`src/rtl/mux_scan_ctrl_if.sv`:
```
// Bus between a requester and mux_scan_ctrl: request fields, the selected
// mux output, the mux selects and the capture results.
interface mux_scan_ctrl_if;
    logic       start;
    logic       mode;
    logic [1:0] chan;
    logic       e;
    logic       s1;
    logic       s2;
    logic       busy;
    logic       done;
    logic [3:0] sample;
    logic [3:0] valid_mask;

    // Requester side: issues requests and presents the downstream mux output.
    modport master (
        output start, mode, chan, e,
        input  s1, s2, busy, done, sample, valid_mask
    );

    // Controller side.
    modport slave (
        input  start, mode, chan, e,
        output s1, s2, busy, done, sample, valid_mask
    );
endinterface

```
`src/rtl/mux_scan_ctrl.sv`:
```
// mux_scan_ctrl: drives the selects of a downstream 4-to-1 mux, waits DWELL
// settle cycles per channel, then captures the mux output into sample[].
// Scan mode visits channels 0..3 in order; single mode visits one channel.
module mux_scan_ctrl #(
    parameter int DWELL = 2
) (
    input  logic           clk,
    input  logic           rst,
    mux_scan_ctrl_if.slave bus
);
    typedef enum logic [1:0] {
        IDLE    = 2'd0,
        SETTLE  = 2'd1,
        CAPTURE = 2'd2,
        DONE    = 2'd3
    } state_t;

    // The counter is reloaded with DWELL-1 and counts down to zero, which
    // gives exactly DWELL cycles in SETTLE.
    localparam logic [3:0] DWELL_M1 = 4'(DWELL - 1);

    state_t     r_state;
    logic [3:0] r_cnt;
    logic       r_mode;
    logic [1:0] r_sel;    // current channel; in single mode it also holds the latched chan
    logic       r_busy;
    logic       r_done;
    logic [3:0] r_sample;
    logic [3:0] r_valid;

    // Sequencer: state, select, dwell counter and every registered output.
    always_ff @(posedge clk) begin
        if (rst) begin
            r_state  <= IDLE;
            r_cnt    <= 4'd0;
            r_mode   <= 1'b0;
            r_sel    <= 2'b00;
            r_busy   <= 1'b0;
            r_done   <= 1'b0;
            r_sample <= 4'b0000;
            r_valid  <= 4'b0000;
        end else begin
            case (r_state)
                IDLE: begin
                    if (bus.start) begin
                        r_mode   <= bus.mode;
                        r_sel    <= bus.mode ? bus.chan : 2'b00;
                        r_sample <= 4'b0000;
                        r_valid  <= 4'b0000;
                        r_cnt    <= DWELL_M1;
                        r_busy   <= 1'b1;
                        r_state  <= SETTLE;
                    end else begin
                        r_state  <= IDLE;
                    end
                end
                SETTLE: begin
                    if (r_cnt == 4'd0) begin
                        r_state <= CAPTURE;
                    end else begin
                        r_cnt   <= r_cnt - 4'd1;
                    end
                end
                CAPTURE: begin
                    r_sample[r_sel] <= bus.e;
                    r_valid[r_sel]  <= 1'b1;
                    if (!r_mode && (r_sel != 2'b11)) begin
                        r_sel   <= r_sel + 2'd1;
                        r_cnt   <= DWELL_M1;
                        r_state <= SETTLE;
                    end else begin
                        r_busy  <= 1'b0;
                        r_done  <= 1'b1;
                        r_state <= DONE;
                    end
                end
                DONE: begin
                    // start is deliberately not looked at here.
                    r_done  <= 1'b0;
                    r_state <= IDLE;
                end
                default: begin
                    r_busy  <= 1'b0;
                    r_done  <= 1'b0;
                    r_state <= IDLE;
                end
            endcase
        end
    end

    assign bus.s1         = r_sel[1];
    assign bus.s2         = r_sel[0];
    assign bus.busy       = r_busy;
    assign bus.done       = r_done;
    assign bus.sample     = r_sample;
    assign bus.valid_mask = r_valid;
endmodule

```
`src/flat_wrapper.sv`:
```
// flat-port wrapper written by rule: the top's interface ports become plain ports
module mux_scan_ctrl_flat 
#(
    parameter int DWELL = 2
)
  (clk, rst, bus_start, bus_mode, bus_chan, bus_e, bus_s1, bus_s2, bus_busy, bus_done, bus_sample, bus_valid_mask);
  mux_scan_ctrl_if bus_i ();
  input  logic clk;
  input  logic rst;
  input wire logic [$bits(bus_i.start)-1:0] bus_start;
  input wire logic [$bits(bus_i.mode)-1:0] bus_mode;
  input wire logic [$bits(bus_i.chan)-1:0] bus_chan;
  input wire logic [$bits(bus_i.e)-1:0] bus_e;
  output wire logic [$bits(bus_i.s1)-1:0] bus_s1;
  output wire logic [$bits(bus_i.s2)-1:0] bus_s2;
  output wire logic [$bits(bus_i.busy)-1:0] bus_busy;
  output wire logic [$bits(bus_i.done)-1:0] bus_done;
  output wire logic [$bits(bus_i.sample)-1:0] bus_sample;
  output wire logic [$bits(bus_i.valid_mask)-1:0] bus_valid_mask;
  assign bus_i.start = bus_start;
  assign bus_i.mode = bus_mode;
  assign bus_i.chan = bus_chan;
  assign bus_i.e = bus_e;
  assign bus_s1 = bus_i.s1;
  assign bus_s2 = bus_i.s2;
  assign bus_busy = bus_i.busy;
  assign bus_done = bus_i.done;
  assign bus_sample = bus_i.sample;
  assign bus_valid_mask = bus_i.valid_mask;
  mux_scan_ctrl #(.DWELL(DWELL)) u_core (.clk(clk), .rst(rst), .bus(bus_i));
endmodule
```
`config.mk`:
```
export PLATFORM = sky130hd
export DESIGN_NAME = mux_scan_ctrl_flat
export DESIGN_NICKNAME = d
export VERILOG_FILES = /design/src/rtl/mux_scan_ctrl_if.sv /design/src/rtl/mux_scan_ctrl.sv /design/src/flat_wrapper.sv
export SDC_FILE = /design/constraint.sdc
export NUM_CORES = 1
export LEC_CHECK = 0
export CAP_MARGIN = 10
export CORE_MARGIN = 2
export CORE_UTILIZATION = 39
export CTS_CLUSTER_DIAMETER = 150
export DETAILED_ROUTE_END_ITERATION = 16
export HOLD_SLACK_MARGIN = 0.03
export SLEW_MARGIN = 20
export SYNTH_ARGS = -nofsm -noshare
export SYNTH_HDL_FRONTEND = slang
export SYNTH_SLANG_ARGS = --single-unit
```
`constraint.sdc`:
```
create_clock -name clk -period 1.7 [get_ports clk]
set_input_delay 0.51 -clock clk [delete_from_list [all_inputs] [get_ports clk]]
set_output_delay 0.51 -clock clk [all_outputs]
set_load 0.01 [all_outputs]
```
Yosys cells after proc, flatten, opt, wreduce, memory -nomap -nowiden
Index checks and enable logic that the tools add are counted.
Cells by class
  reductions and logical operators: 14
  add/subtract/negate cells: 2
  eq/ne operators: 9
  bitwise logic cells: 1
  $lt $le $gt $ge: 2
  muxes and demuxes: 23
Operators by type and width (number)
  4-bit two-way mux: 4
  4-bit case mux with 2 select lines: 2
  4-bit case mux with 3 select lines: 1
  2-bit two-way mux: 5
  2-bit != test (second input constant): 4
  2-bit case mux with 4 select lines: 1
  2-bit AND reduction: 3
  3-bit AND reduction: 2
  1-bit two-way mux: 5
  4-bit bitwise mux: 1
  2-bit equality test (second input constant): 2
  4-bit zero test: 1
  2-bit by 1-bit != test with 1-bit output (second input constant): 2
  4-bit OR: 1
  1-bit case mux with 2 select lines: 2
  2-bit case mux with 2 select lines: 1
  4-bit AND reduction: 1
  2-bit nonzero test: 2
  4-bit by 1-bit subtractor with 4-bit output (second input constant): 1
  2-bit by 3-bit less-than comparator with 1-bit output (second input constant): 1
  3-bit nonzero test: 1
  2-bit by 1-bit adder with 2-bit output (second input constant): 1
  1-bit demux with 2-bit select: 1
  2-bit by 1-bit equality test with 1-bit output (second input constant): 1
  other kinds (4): 5
Storage, ports and cells
  bits of input ports: 7
  logic and storage cells: 59
  register bits after elaboration: 19
  output and inout port bits: 12

Longest topological paths before layout
  word-level depth: 6
  mapped depth: 5
  depth with buffers taken out: 5

Least setup slack after synthesis
Ideal clock, no wire load.
  kind: reg-to-reg
  from: reg u_core.r_sel[0]
  to: reg u_core.r_cnt[3]
  cell stages (with the launch flop): 5
  arrival time: 1.262 ns
  data required time: 1.572 ns
  period minus slack after synthesis: 1.390 ns
  path slack: 0.310 ns
  path through: dfxtp_1 ha_1 or4b_4 o2111ai_1 a21oi_1
On the way
  word-level cells in the longest chain between the ends: 4
RTL lines
  from (decl): RTL line mux_scan_ctrl.sv:25  | logic [1:0] r_sel;
  from (signal assigned): RTL line mux_scan_ctrl.sv:47  | r_sel <= bus.mode ? bus.chan : 2'b00;
  from (signal assigned): RTL line mux_scan_ctrl.sv:68  | r_sel <= r_sel + 2'd1;
  2-bit != test: RTL line mux_scan_ctrl.sv:67  | if (!r_mode && (r_sel != 2'b11)) begin
  1-bit logical AND: RTL line mux_scan_ctrl.sv:67
  2-bit by 1-bit != test with 1-bit output (no line)
  4-bit AND reduction (no line)
  to (signal assigned): RTL line mux_scan_ctrl.sv:61  | r_cnt <= r_cnt - 4'd1;
  to (decl): RTL line mux_scan_ctrl.sv:23  | logic [3:0] r_cnt;
Every way passes these cells.
A chain may end at the register's enable or synchronous reset.

Final worst setup path
  from: in bus_start
  to: reg u_core.r_sample[2] (netlist: u_core.bus.sample[2])
On the way
  word-level cells in the longest chain between the ends: 2
RTL lines
  from (decl): RTL line flat_wrapper.sv:10  | input wire logic [$bits(bus_i.start)-1:0] bus_start;
  2-bit != test (no line)
  2-bit AND reduction (no line)
  to (signal, indexed assignment): RTL line mux_scan_ctrl.sv:65  | r_sample[r_sel] <= bus.e;
  to (decl): RTL line mux_scan_ctrl.sv:28  | logic [3:0] r_sample;
Every way passes these cells.

==> out/qor.csv <==
metric,value,unit
largest area contributor in the netlist,dfxtp_1,
Total GRT Usage,16.0,%
number of enable flip-flop cells after synthesis,0,
ys flop type,dfxtp_1,
actual slew at the worst max-slew pin,0.509,ns
Sw Ratio,30.6,%
CTS Buf Count,3,
top post-synthesis cells by area,"dfxtp_1, ha_1, a21oi_1",
Port Buffers,18,
Slew HR,66.0,%
CP endpoint kind,flip-flop,
"Hold Vio Cnt, Final",0,
Fin Setup TNS,0,ns
vias per cell,5.27,
MaxCap Viol Count,0,
# hold bufs at CTS,0,
Crit. Startpoint,bus_start,
unrepaired setup endpoints after global routing,false,
worst hold start,u_core.bus.done,
Yosys cell types,41,
Mapped Nets,122,
area delta synth->final,24.9,%
Final ANT Viol Nets,0,
WP data arrival,1.77,ns
R2R setup slack,0.15,ns
worst vdd ir,427,µV
Remaining DRCs,0,
ANT cells,0,
H-tree lvl count,1,
max-slew violations,0,
Clock Latency Late Sink,0.29,ns
Yosys Warn Count,0,
IO Count,19,
worst-path maximum fanout,7,
Post-DP HPWL,1580,µm
drt first pass iters,2,
status,finished clean,
gpl congestion,0.726,
P_leak,0.595,nW
syn_area_per_cell,9.35,µm²
Final WS setup,0.122,ns
Setup WS pre-CTS,-0.195,ns
final critical-path required period,1.58,ns
# setup viols final,0,
Reg2Reg Launch Point,u_core.r_state[0],
FILL cells,234,
final WL,2090,µm
power share of the sequential group,52.6,%
Seq cells post-synth,19,
pwr/cell area,770,nW/µm²
sequential fraction of the synthesis area,37.7,%
Die Footprint,3010,µm²
post-CTS setup buffers,0,
Die Span Y,54.9,µm
clock tree sinks,19,
Std-Cell Rows,18,
Cell Int Power,674,µW
CP Class,primary input to flip-flop,
Tcrit/Tclk final,92.8,%
number of global-route vias before repair,743,
Post-synth ARST share,0,%
HP Class,flip-flop to flip-flop,
post-CTS sizing,9,
"Reg clk slew, reported paths",0.12,ns
floorplan core area,2450,µm²
Clock Skews,0.00716,ns
die width,54.9,µm
Comb power frac,23.3,%
Sw Pwr,298,µW
Mapped Area,1010,µm²
Detailed Route Iter0 Violations,15,
Clock Path Buffers,2,
initial core utilization,41.1,%
initial antenna violation count,0,
ratio of cells with drive above 1 in the final layout,15.5,%
root buf cell,clkbuf_4,
Max Clk Rate,0.634,GHz
TritonCTS clock tree,built,
Worst Path Required,1.89,ns
Final #Nets,144,
pin count of the biggest net entering global routing,16,
via count,838,
wire per inst,13.1,µm
Synth top area share,37.7,%
register area,385,µm²
global route overflow,0,
Finished Core Util,51.4,%
global-route wire length before repair,3400,µm
multi-input gate area in the final layout,549,µm²
Worst setup SP type,primary input,
Clk pwr share,24.1,%
Syn Inst Count,108,
## metal layers
| layer | vias to the layer above | GRT usage, % | wire length [µm] |
|---|---|---|---|
| met2 | 10 | 23.8 | 952 |
| met1 | 390 | 22.4 | 1070 |
| met3 | 2 | 2.46 | 58 |
| li1 | 436 | - | - |
| met5 | - | 0 | 0 |
| met4 | 0 | 7.50 | 10 |
## Yosys cell counts, types with 2 or more instances
master and count:
or3_1 3, dfxtp_1 19, nand2_1 3, o211ai_1 3, nand3_1 4, nand2b_1 3, nor3_1 5, ha_1 7
buf_6 2, inv_1 10, and2b_2 2, o21ai_0 3, nor2_1 2, a21oi_1 15
## area by class of cell
class	instances	area share, %
Multi-Input combinational cell	73	43.6
Sequential cell	19	30.6
Timing Repair Buffer	23	17.9
Inverter	10	2.98
Tap cell	30	2.98
Clock buffer	4	2.08
## flip-flops by register name, summed over array words and instances (netlist names)
| name | cells |
|---|---|
| u_core.bus.done | 1 |
| u_core.bus.busy | 1 |
| u_core.r_cnt | 4 |
| u_core.r_mode | 1 |
| u_core.r_sel | 2 |
| u_core.r_state | 2 |
| u_core.bus.sample | 4 |
| u_core.bus.valid_mask | 4 |
## through the flow
step	cell area [µm²]	instances	power (mW)	hold WS [ns]
finish	1260	159	0.971	0.480
global placement	1220	155	0.748	0.458
floorplan	1010	108	0.675	0.467
global route	1260	159	1.03	0.515
CTS	1240	159	0.979	0.486
detailed placement	1220	155	0.748	0.470
## final timing paths
path         cells after the start                   end
max                              4  u_core.bus.sample[2]
min                              2       u_core.bus.done
max reg2reg                      3       u_core.r_cnt[3]
min reg2reg                      2       u_core.bus.done
## critical path, stage by stage
cell             delay, ns
clkdlybuf4s50_1       0.50
or3b_2                0.54
o211ai_1              0.13
a21oi_1               0.09
## kinds of logic (layout without fill, tap and decap cells)
logic type / count (synthesis) / in the layout / share of synthesized area [%]
simple gates: 34 / 34 / 23.8
compound gates: 31 / 31 / 20.4
flops: 19 / 19 / 37.7
buf+inv: 16 / 37 / 8.43
fa+ha+maj: 7 / 7 / 8.67
mux: 1 / 1 / 0.991
## placed cells by master, fill, tap and decap left out, types with 2 or more instances in the layout
cell	synthesis	final
a21oi_1	15	15
and2b_2	2	2
buf_4	1	5
clkbuf_4	0	3
clkdlybuf4s50_1	0	6
dfxtp_1	19	17
dlygate4sd2_1	0	6
dlymetal6s2s_1	0	6
ha_1	7	7
inv_1	10	10
nand2_1	3	3
nand2b_1	3	3
nand3_1	4	4
nor2_1	2	2
nor3_1	5	5
o211ai_1	3	3
o21ai_0	3	3
or3_1	3	3
## power by group through the flow
stage	Sequential [mW]	Clock (mW)	Combinational, mW
6_report	0.511	0.234	0.226
5_1_grt	0.515	0.265	0.253
4_1_cts	0.510	0.243	0.227
3_5_place_dp	0.519	0	0.229
3_3_place_gp	0.519	0	0.229
2_1_floorplan	0.506	0	0.170
Note: power is estimated with default switching activity, not from simulation.
